## config.mk

```make
export PLATFORM = sky130hd
export DESIGN_NAME = cpu_run_ctrl
export DESIGN_NICKNAME = d
export VERILOG_FILES = /design/src/rtl/cpu_dbg_pkg.sv /design/src/rtl/run_trace_buf.sv /design/src/rtl/cpu_run_ctrl.sv
export SDC_FILE = /design/constraint.sdc
export NUM_CORES = 1
export LEC_CHECK = 0
export BUFFER_PORTS_ARGS = -buffer_cell sky130_fd_sc_hd__buf_4
export CAP_MARGIN = 20
export CORE_AREA = 2 2 133 135
export CTS_CLUSTER_DIAMETER = 40
export DETAILED_ROUTE_END_ITERATION = 8
export DIE_AREA = 0 0 135 137
export HOLD_SLACK_MARGIN = 0.05
export PLACE_DENSITY = 0.65
export SLEW_MARGIN = 20
export SYNTH_ARGS = -nofsm -noshare
export SYNTH_HDL_FRONTEND = slang
export SYNTH_SLANG_ARGS = --single-unit
```

## constraint.sdc

```tcl
create_clock -name Clk -period 4.45 [get_ports Clk]
set_clock_uncertainty 0.1 [all_clocks]
set_input_delay 0.445 -clock Clk [delete_from_list [all_inputs] [get_ports Clk]]
set_output_delay 0.445 -clock Clk [all_outputs]
set_load 0.05 [all_outputs]
```

## src/rtl/cpu_dbg_pkg.sv

```systemverilog
// Shared encodings for the CPU run controller: FSM states, halt causes and
// the default length of the CPU clear pulse.
package cpu_dbg_pkg;

    localparam int HOLD_CYCLES_DEF = 5;

    typedef enum logic [2:0] {
        ST_IDLE  = 3'd0,
        ST_RESET = 3'd1,
        ST_RUN   = 3'd2,
        ST_PAUSE = 3'd3,
        ST_HALT  = 3'd4
    } run_state_e;

    typedef enum logic [1:0] {
        HC_NONE  = 2'd0,
        HC_LIMIT = 2'd1,
        HC_BP    = 2'd2,
        HC_STOP  = 2'd3
    } halt_cause_e;

endpackage

```

## src/rtl/run_trace_buf.sv

```systemverilog
// Circular execution trace: one write per executed cycle, the oldest entry is
// overwritten when full, and reads are indexed from the oldest valid entry.
module run_trace_buf #(
    parameter  int DEPTH = 16,
    parameter  int W     = 96,
    localparam int AW    = $clog2(DEPTH)
) (
    input  logic          clk,
    input  logic          rst,
    input  logic          clear,
    input  logic          wr_en,
    input  logic [W-1:0]  wr_data,
    input  logic [AW-1:0] rd_idx,
    output logic [W-1:0]  rd_data,
    output logic [AW:0]   count
);

    logic [W-1:0]  mem [DEPTH];
    logic [AW-1:0] wr_ptr;
    logic [AW-1:0] rd_ptr;

    always_ff @(posedge clk) begin
        if (rst || clear) begin
            wr_ptr <= '0;
            count  <= '0;
        end else if (wr_en) begin
            wr_ptr <= wr_ptr + AW'(1);
            if (count != (AW+1)'(DEPTH))
                count <= count + (AW+1)'(1);
        end
    end

    always_ff @(posedge clk) begin
        if (wr_en)
            mem[wr_ptr] <= wr_data;
    end

    // When full, count[AW-1:0] wraps to zero so the oldest entry is wr_ptr itself.
    assign rd_ptr  = wr_ptr - count[AW-1:0] + rd_idx;
    assign rd_data = ({1'b0, rd_idx} < count) ? mem[rd_ptr] : '0;

endmodule

```

## src/rtl/cpu_run_ctrl.sv

```systemverilog
// CPU run controller: clear pulse, run/pause/single-step/halt with cycle limit and
// PC breakpoints. Define CPU_RUN_CTRL_TRACE_EN to build the execution trace buffer.
module cpu_run_ctrl
    import cpu_dbg_pkg::*;
#(
    parameter  int HOLD_CYCLES = HOLD_CYCLES_DEF,
    parameter  int CNT_W       = 32,
    parameter  int NBP         = 2,
    parameter  int TRACE_DEPTH = 16,
    localparam int IW          = $clog2(TRACE_DEPTH)
) (
    input  logic              Clk,
    input  logic              Clr,
    input  logic              Start,
    input  logic              Step,
    input  logic              Stop,
    input  logic [CNT_W-1:0]  CycleLimit,
    input  logic [NBP-1:0]    BpEn,
    input  logic [NBP*32-1:0] BpAddr,
    input  logic [31:0]       CpuPC,
    input  logic [31:0]       CpuInst,
    input  logic [31:0]       CpuR,
    output logic              CpuClrn,
    output logic              CpuEn,
    output logic [2:0]        State,
    output logic              Halted,
    output logic [1:0]        HaltCause,
    output logic [CNT_W-1:0]  CycleCnt,
    input  logic [IW-1:0]     TrIdx,
    output logic [31:0]       TrPC,
    output logic [31:0]       TrInst,
    output logic [31:0]       TrR,
    output logic [IW:0]       TrCount
);

    localparam int HW = (HOLD_CYCLES > 1) ? $clog2(HOLD_CYCLES) : 1;

    run_state_e  state, state_nx;
    halt_cause_e cause, cause_nx;
    logic [HW-1:0] hold_cnt, hold_nx;
    logic run_after, run_after_nx;
    logic step_q, step_rise, bp_hit, at_limit, in_reset;

    assign step_rise = Step & ~step_q;
    assign in_reset  = (state == ST_RESET);

    always_comb begin
        bp_hit = 1'b0;
        for (int k = 0; k < NBP; k++)
            if (BpEn[k] && (BpAddr[32*k +: 32] == CpuPC))
                bp_hit = 1'b1;
    end

    // Widened compare so a saturated counter never aliases onto a small limit.
    assign at_limit = (CycleLimit != '0) &&
                      (({1'b0, CycleCnt} + (CNT_W+1)'(1)) == {1'b0, CycleLimit});

    always_comb begin
        state_nx     = state;
        cause_nx     = cause;
        hold_nx      = hold_cnt;
        run_after_nx = run_after;
        CpuEn        = 1'b0;
        unique case (state)
            ST_IDLE: begin
                if (Start) begin
                    state_nx     = ST_RESET;
                    hold_nx      = '0;
                    run_after_nx = 1'b1;
                end else if (step_rise) begin
                    state_nx     = ST_RESET;
                    hold_nx      = '0;
                    run_after_nx = 1'b0;
                end
            end
            ST_RESET: begin
                cause_nx = HC_NONE;
                if (hold_cnt == HW'(HOLD_CYCLES - 1))
                    state_nx = run_after ? ST_RUN : ST_PAUSE;
                else
                    hold_nx = hold_cnt + HW'(1);
            end
            ST_RUN: begin
                CpuEn = ~bp_hit;
                if (bp_hit) begin
                    state_nx = ST_HALT;
                    cause_nx = HC_BP;
                end else if (at_limit) begin
                    state_nx = ST_HALT;
                    cause_nx = HC_LIMIT;
                end else if (Stop) begin
                    state_nx = ST_PAUSE;
                    cause_nx = HC_STOP;
                end
            end
            ST_PAUSE: begin
                CpuEn = step_rise & ~Start;
                if (Start)
                    state_nx = ST_RUN;
            end
            ST_HALT: begin
                // Start wins: a simultaneous Step is not accepted.
                CpuEn = step_rise & ~Start;
                if (Start) begin
                    state_nx     = ST_RESET;
                    hold_nx      = '0;
                    run_after_nx = 1'b1;
                end else if (step_rise) begin
                    state_nx = ST_PAUSE;
                end
            end
            default: state_nx = ST_IDLE;
        endcase
    end

    always_ff @(posedge Clk) begin
        if (Clr) begin
            state     <= ST_IDLE;
            cause     <= HC_NONE;
            hold_cnt  <= '0;
            run_after <= 1'b0;
            step_q    <= 1'b0;
            CycleCnt  <= '0;
        end else begin
            state     <= state_nx;
            cause     <= cause_nx;
            hold_cnt  <= hold_nx;
            run_after <= run_after_nx;
            step_q    <= Step;
            if (in_reset)
                CycleCnt <= '0;
            else if (CpuEn && (CycleCnt != '1))
                CycleCnt <= CycleCnt + CNT_W'(1);
        end
    end

    assign State     = state;
    assign HaltCause = cause;
    assign Halted    = (state == ST_HALT);
    assign CpuClrn   = !((state == ST_IDLE) || (state == ST_RESET));

`ifdef CPU_RUN_CTRL_TRACE_EN
    logic [95:0] tr_rd;

    run_trace_buf #(
        .DEPTH (TRACE_DEPTH),
        .W     (96)
    ) u_trace (
        .clk     (Clk),
        .rst     (Clr),
        .clear   (in_reset),
        .wr_en   (CpuEn),
        .wr_data ({CpuPC, CpuInst, CpuR}),
        .rd_idx  (TrIdx),
        .rd_data (tr_rd),
        .count   (TrCount)
    );

    assign {TrPC, TrInst, TrR} = tr_rd;
`else
    logic unused_trace;
    assign unused_trace = ^{CpuInst, CpuR, TrIdx};
    assign TrPC    = '0;
    assign TrInst  = '0;
    assign TrR     = '0;
    assign TrCount = '0;
`endif

endmodule

```

After elaboration in Yosys (flattened, before gate mapping)
Cells that the tools add are included.
{ "word_totals": {"register_bits": 42, "inputBits": 203, "out_inout_bits": 141, "elab_cells": 74} }
{ "op_classes": {"addsub": 3, "eq_ne": 16, "mux": 27, "n_bitwise": 5, "reduce_logical": 17} }
{ "ops": {"columns": ["cell", "n"], "rows": [
  ["$eq 32x32->1", 2],
  ["$mux 3", 13],
  ["$add 32x1->33 const B", 1],
  ["$eq 33x32->1", 1],
  ["$add 32x1->32 const B", 1],
  ["$ne 32x32->1 const B", 1],
  ["$reduce_bool 32->1", 1],
  ["$pmux 3 s5", 1],
  ["$pmux 3 s3", 1],
  ["$eq 3x2->1 const B", 2],
  ["$eq 3x3->1 const B", 2],
  ["$mux 1", 6],
  ["$mux 2", 3],
  ["$ne 2x2->1 const B", 3],
  ["$reduce_and 5->1", 1],
  ["$logic_and 1x1->1", 4],
  ["$ne 4x4->1 const B", 1],
  ["$pmux 1 s2", 2],
  ["$pmux 2 s2", 1],
  ["$reduce_and 4->1", 1],
  ["$reduce_bool 2->1", 2],
  ["$reduce_or 2->1", 2],
  ["$add 3x1->3 const B", 1],
  ["$eq 3x1->1 const B", 1],
  ["other kinds (11)", 14]
]} }

Logic depth before layout (Yosys ltp)
{ "depth": {"depth_word": 7, "mapped_depth": 10, "mapped_depth_nobuf": 9} }

Worst setup path after synthesis
No wires, ideal clock.
{ "synth_timing": {"path_type": "register to register", "from": "register CycleCnt[1]", "to": "register cause[0], in the netlist HaltCause[0]", "setup_ns": 0.060, "arrival_ns": 3.194, "t_required_ns": 4.290, "slack_ns": 1.096, "stages_incl_launch_ff": 10, "path_buffers": 0, "synth_period_minus_slack_ns": 3.354, "cell_sequence": "dfxtp_1 -> ha_1 -> nand3_1 -> nor4_4 -> nand3_2 -> nor3b_2 -> a2bb2o_4 -> or4_4 -> a2111oi_4 -> o311a_1"} }
{ "synth_between": {"elab_chain_len": 6, "word_cells_on_any_way": 8, "cone_classes": "1 x add/sub; 2 x eq/ne; 3 x mux; 2 x reduce/logical"} }
{ "synth_rtl": {"columns": ["item", "line", "source"], "rows": [
  ["start: declaration", "cpu_run_ctrl.sv:28", "output logic [CNT_W-1:0] CycleCnt,"],
  ["start signal: assignment", "cpu_run_ctrl.sv:133", "CycleCnt <= CycleCnt + CNT_W'(1);"],
  ["$add 32x1->33 (*)", "cpu_run_ctrl.sv:56", "(({1'b0, CycleCnt} + (CNT_W+1)'(1)) == {1'b0, CycleLimit});"],
  ["$eq 33x32->1 (*)", "cpu_run_ctrl.sv:56", null],
  ["$logic_and 1x1->1 (*)", "cpu_run_ctrl.sv:55", "assign at_limit = (CycleLimit != '0) &&"],
  ["$mux 2", "cpu_run_ctrl.sv:88", "end else if (at_limit) begin"],
  ["$mux 2", "cpu_run_ctrl.sv:85", "if (bp_hit) begin"],
  ["$pmux 2 s2", "cpu_run_ctrl.sv:64", "unique case (state)"],
  ["end signal: assignment", "cpu_run_ctrl.sv:126", "cause <= cause_nx;"],
  ["end: declaration", "cpu_run_ctrl.sv:39", "halt_cause_e cause, cause_nx;"]
]} }
Every way passes the cells marked *; elsewhere a longest branch is shown, timed or not.
A chain may end at the register's enable or synchronous reset.

Worst setup path after layout
Same ends and word-level chain as after synthesis.

==> impl_metrics.toml <==
[global_route]
antenna_found_initial = 0
met2_usage_pct = 29.1
grt_pass1_wl_mm = 23.4
gr-total-overflow = 0
grt_usage_pct = 16.3
busiest_layer = "met2"
grt_pass1_vias = 4387
use_met1_pct = 19.2
grt_max_degree = 33
grtUsageMet3_pct = 4.04

[sta]
maxSlewViolCount = 0
max_freq_mhz = 273
post-route-period-util_pct = 82.3
rsz0062_at_grt = "false"
hold_viol = 0
fin_setup_tns_ns = 0
relSlewSlack_pct = 57.8
period_minus_slack_ns = 3.66
tightest_slew_ns = 0.617
setup_viol = 0
hold_ws_ns = 0.286

[routing]
vias = 4733
avgViaCountPerCell = 4.66
antenna_left = 0
drc_errors = 0
drt_first_iter_violations = 209
wl_per_cell_microns = 15.5
wl_mm = 15.8
drtPass1Iterations = 7

[clock_tree]
clock_tree.buffer_depth = 2
cts_buffers = 5
cts_tree = "done"
cts_resized = 0
htree_levels = 2
cts.sinks = 42
cts_post_setup_buffers_inserted = 0
root_buffer = "clkbuf_16"
path_clk_slew_ns = 0.07
clkLatencyLatePin_ns = 0.30
hold_buffers = 0

[critical_path]
critPathCaptureType = "flip-flop"
worstSetupPathType = "reg -> reg"
worstSetupStartpointType = "flip-flop"
path_max_fanout = 8
cp.arrival_ns = 3.79
worstPathRequired_ns = 4.58

[floorplanning]
start_util_pct = 28.3
io_pins = 344
die-width_microns = 135
core_area_sq_um = 17100
die-area_sq_um = 18500
num_rows = 48
dieHeight_microns = 137

[finish]
n_antenna_cell = 0
layout_common_cells = "179 x buf_4, 101 x conb_1, 91 x xnor2_1, 51 x nor2_1, 42 x dfxtp_1"
finalInstanceArea_sq_um = 6120
drive_above_1_share_pct = 26.0
layout.nets = 996
area_growth_pct = 27.0
post-route-util_pct = 35.9
finalNonFillerCells = 1016
layout_commonest_cell = "buf_4"
fill_cells = 1844

[placed_design]
place_inst = 1008
place_area_sq_um = 5950
gp_congestion = 0.890
dp_hpwl_mm = 13.1
portBuffers = 174

[synth]
synth-seq-area-share_pct = 17.4
synth_seq_cells = 42
ys.flop_type = "dfxtp_1"
syn_area_sq_um = 4820
synthCells = 631
synth_cell_types = 64
avgSynthCellArea_sq_um = 7.64
synth-edff-count = 0
synth_warnings = 0
async_flop_share_pct = 0

[min_path]
hold_class = "in -> reg"

[job]
maxCapViolations = 0

[power]
p_leak_uw = 0.00250
power.density_nw_per_um2 = 237
max-vdd-ir-drop_v = 0.000127

[outcome]
status = "finished, final reports clean"
logic make-up (layout without fill, tap and decap cells):
kind of cell | Yosys count | in the layout | share of synthesized area (%)
AOI/OAI and AO/OA | 67 | 67 | 10.1
xor gates and xnor gates | 129 | 129 | 23.4
adders and majority gates | 3 | 3 | 0.779
buffers and inverters | 134 | 194 | 18.6
DFF | 42 | 42 | 17.4
muxes | 3 | 3 | 0.649
other | 1 | 101 | 0.0778
and+or+nand+nor | 252 | 252 | 28.9
registers in the layout, indices dropped and copies added (netlist names):
register   cells
CycleCnt      32
State          3
hold_cnt       3
HaltCause      2
run_after      1
step_q         1
synth_stat cells (all sizes together) (4+ instances only):
cell      n  share of area (%)
or4      11                1.8
nand3b    4               0.62
or3       6               0.80
nand3    23                2.8
nor3b     4               0.73
nor4     29                4.1
nor3     21                2.2
o211ai   11                1.7
buf     115                 17
nand2    41                3.2
o21ai    11                1.1
inv       7               0.55
dfxtp    42                 17
nor2b    10                1.3
xnor2    91                 17
a21oi    18                1.9
and3      7               0.91
nand4    27                3.8
nand2b    7               0.96
clkbuf   12               0.93
xor2     38                6.9
nor2     51                4.0
per-layer routing:
layer | vias to the layer above | share of wire [%]
li1 | 2332 | -
met1 | 2141 | 38
met2 | 244 | 50
met3 | 16 | 10
met4 | 0 | 1.8
met5 | - | 0
layout make-up:
type / instances / area (sq um) / area share (%)
Clock buffer: 6 / 129 / 2.11
Clock inverter: 2 / 37.5 / 0.613
Timing Repair Buffer: 179 / 1340 / 21.9
Sequential cell: 42 / 841 / 13.7
Multi-Input combinational cell: 555 / 3460 / 56.6
Tap cell: 225 / 282 / 4.60
Inverter: 7 / 26.3 / 0.429
worst paths after layout:
check | startpoint | end | slack, ns | cells after the start
worst max-delay path | CycleCnt[1] | HaltCause[0] | 0.79 | 10
worst max register to register | CycleCnt[1] | HaltCause[0] | 0.79 | 10
worst min-delay path | Step | step_q | 0.29 | 2
worst min register to register | run_after | run_after | 0.42 | 2
through the flow:
step	total power, uW	setup slack, ns
after CTS	1460	0.785
after global routing	1530	0.561
after floorplan	899	1.10
after global placement	1020	0.762
after detailed placement	1020	0.725
final	1450	0.790
power by group:
| group | switching (uW) | total (uW) | internal (uW) |
|---|---|---|---|
| clock | 167 | 433 | 266 |
| sequential | 18.5 | 405 | 387 |
| combinational | 420 | 613 | 193 |
| total | 605 | 1450 | 845 |
worst max-delay path: stages, from the launching register on:
cell and delay, ns:
dfxtp_1 0.50, ha_1 0.36, nand3_1 0.13, buf_4 0.19, o21ai_0 0.16, o211ai_1 0.12, a2111oi_0 0.57, nand4_1 0.16
or4_4 0.56, a2111oi_4 0.51, o311a_1 0.21
No activity file was read; power rests on OpenSTA's default activity.
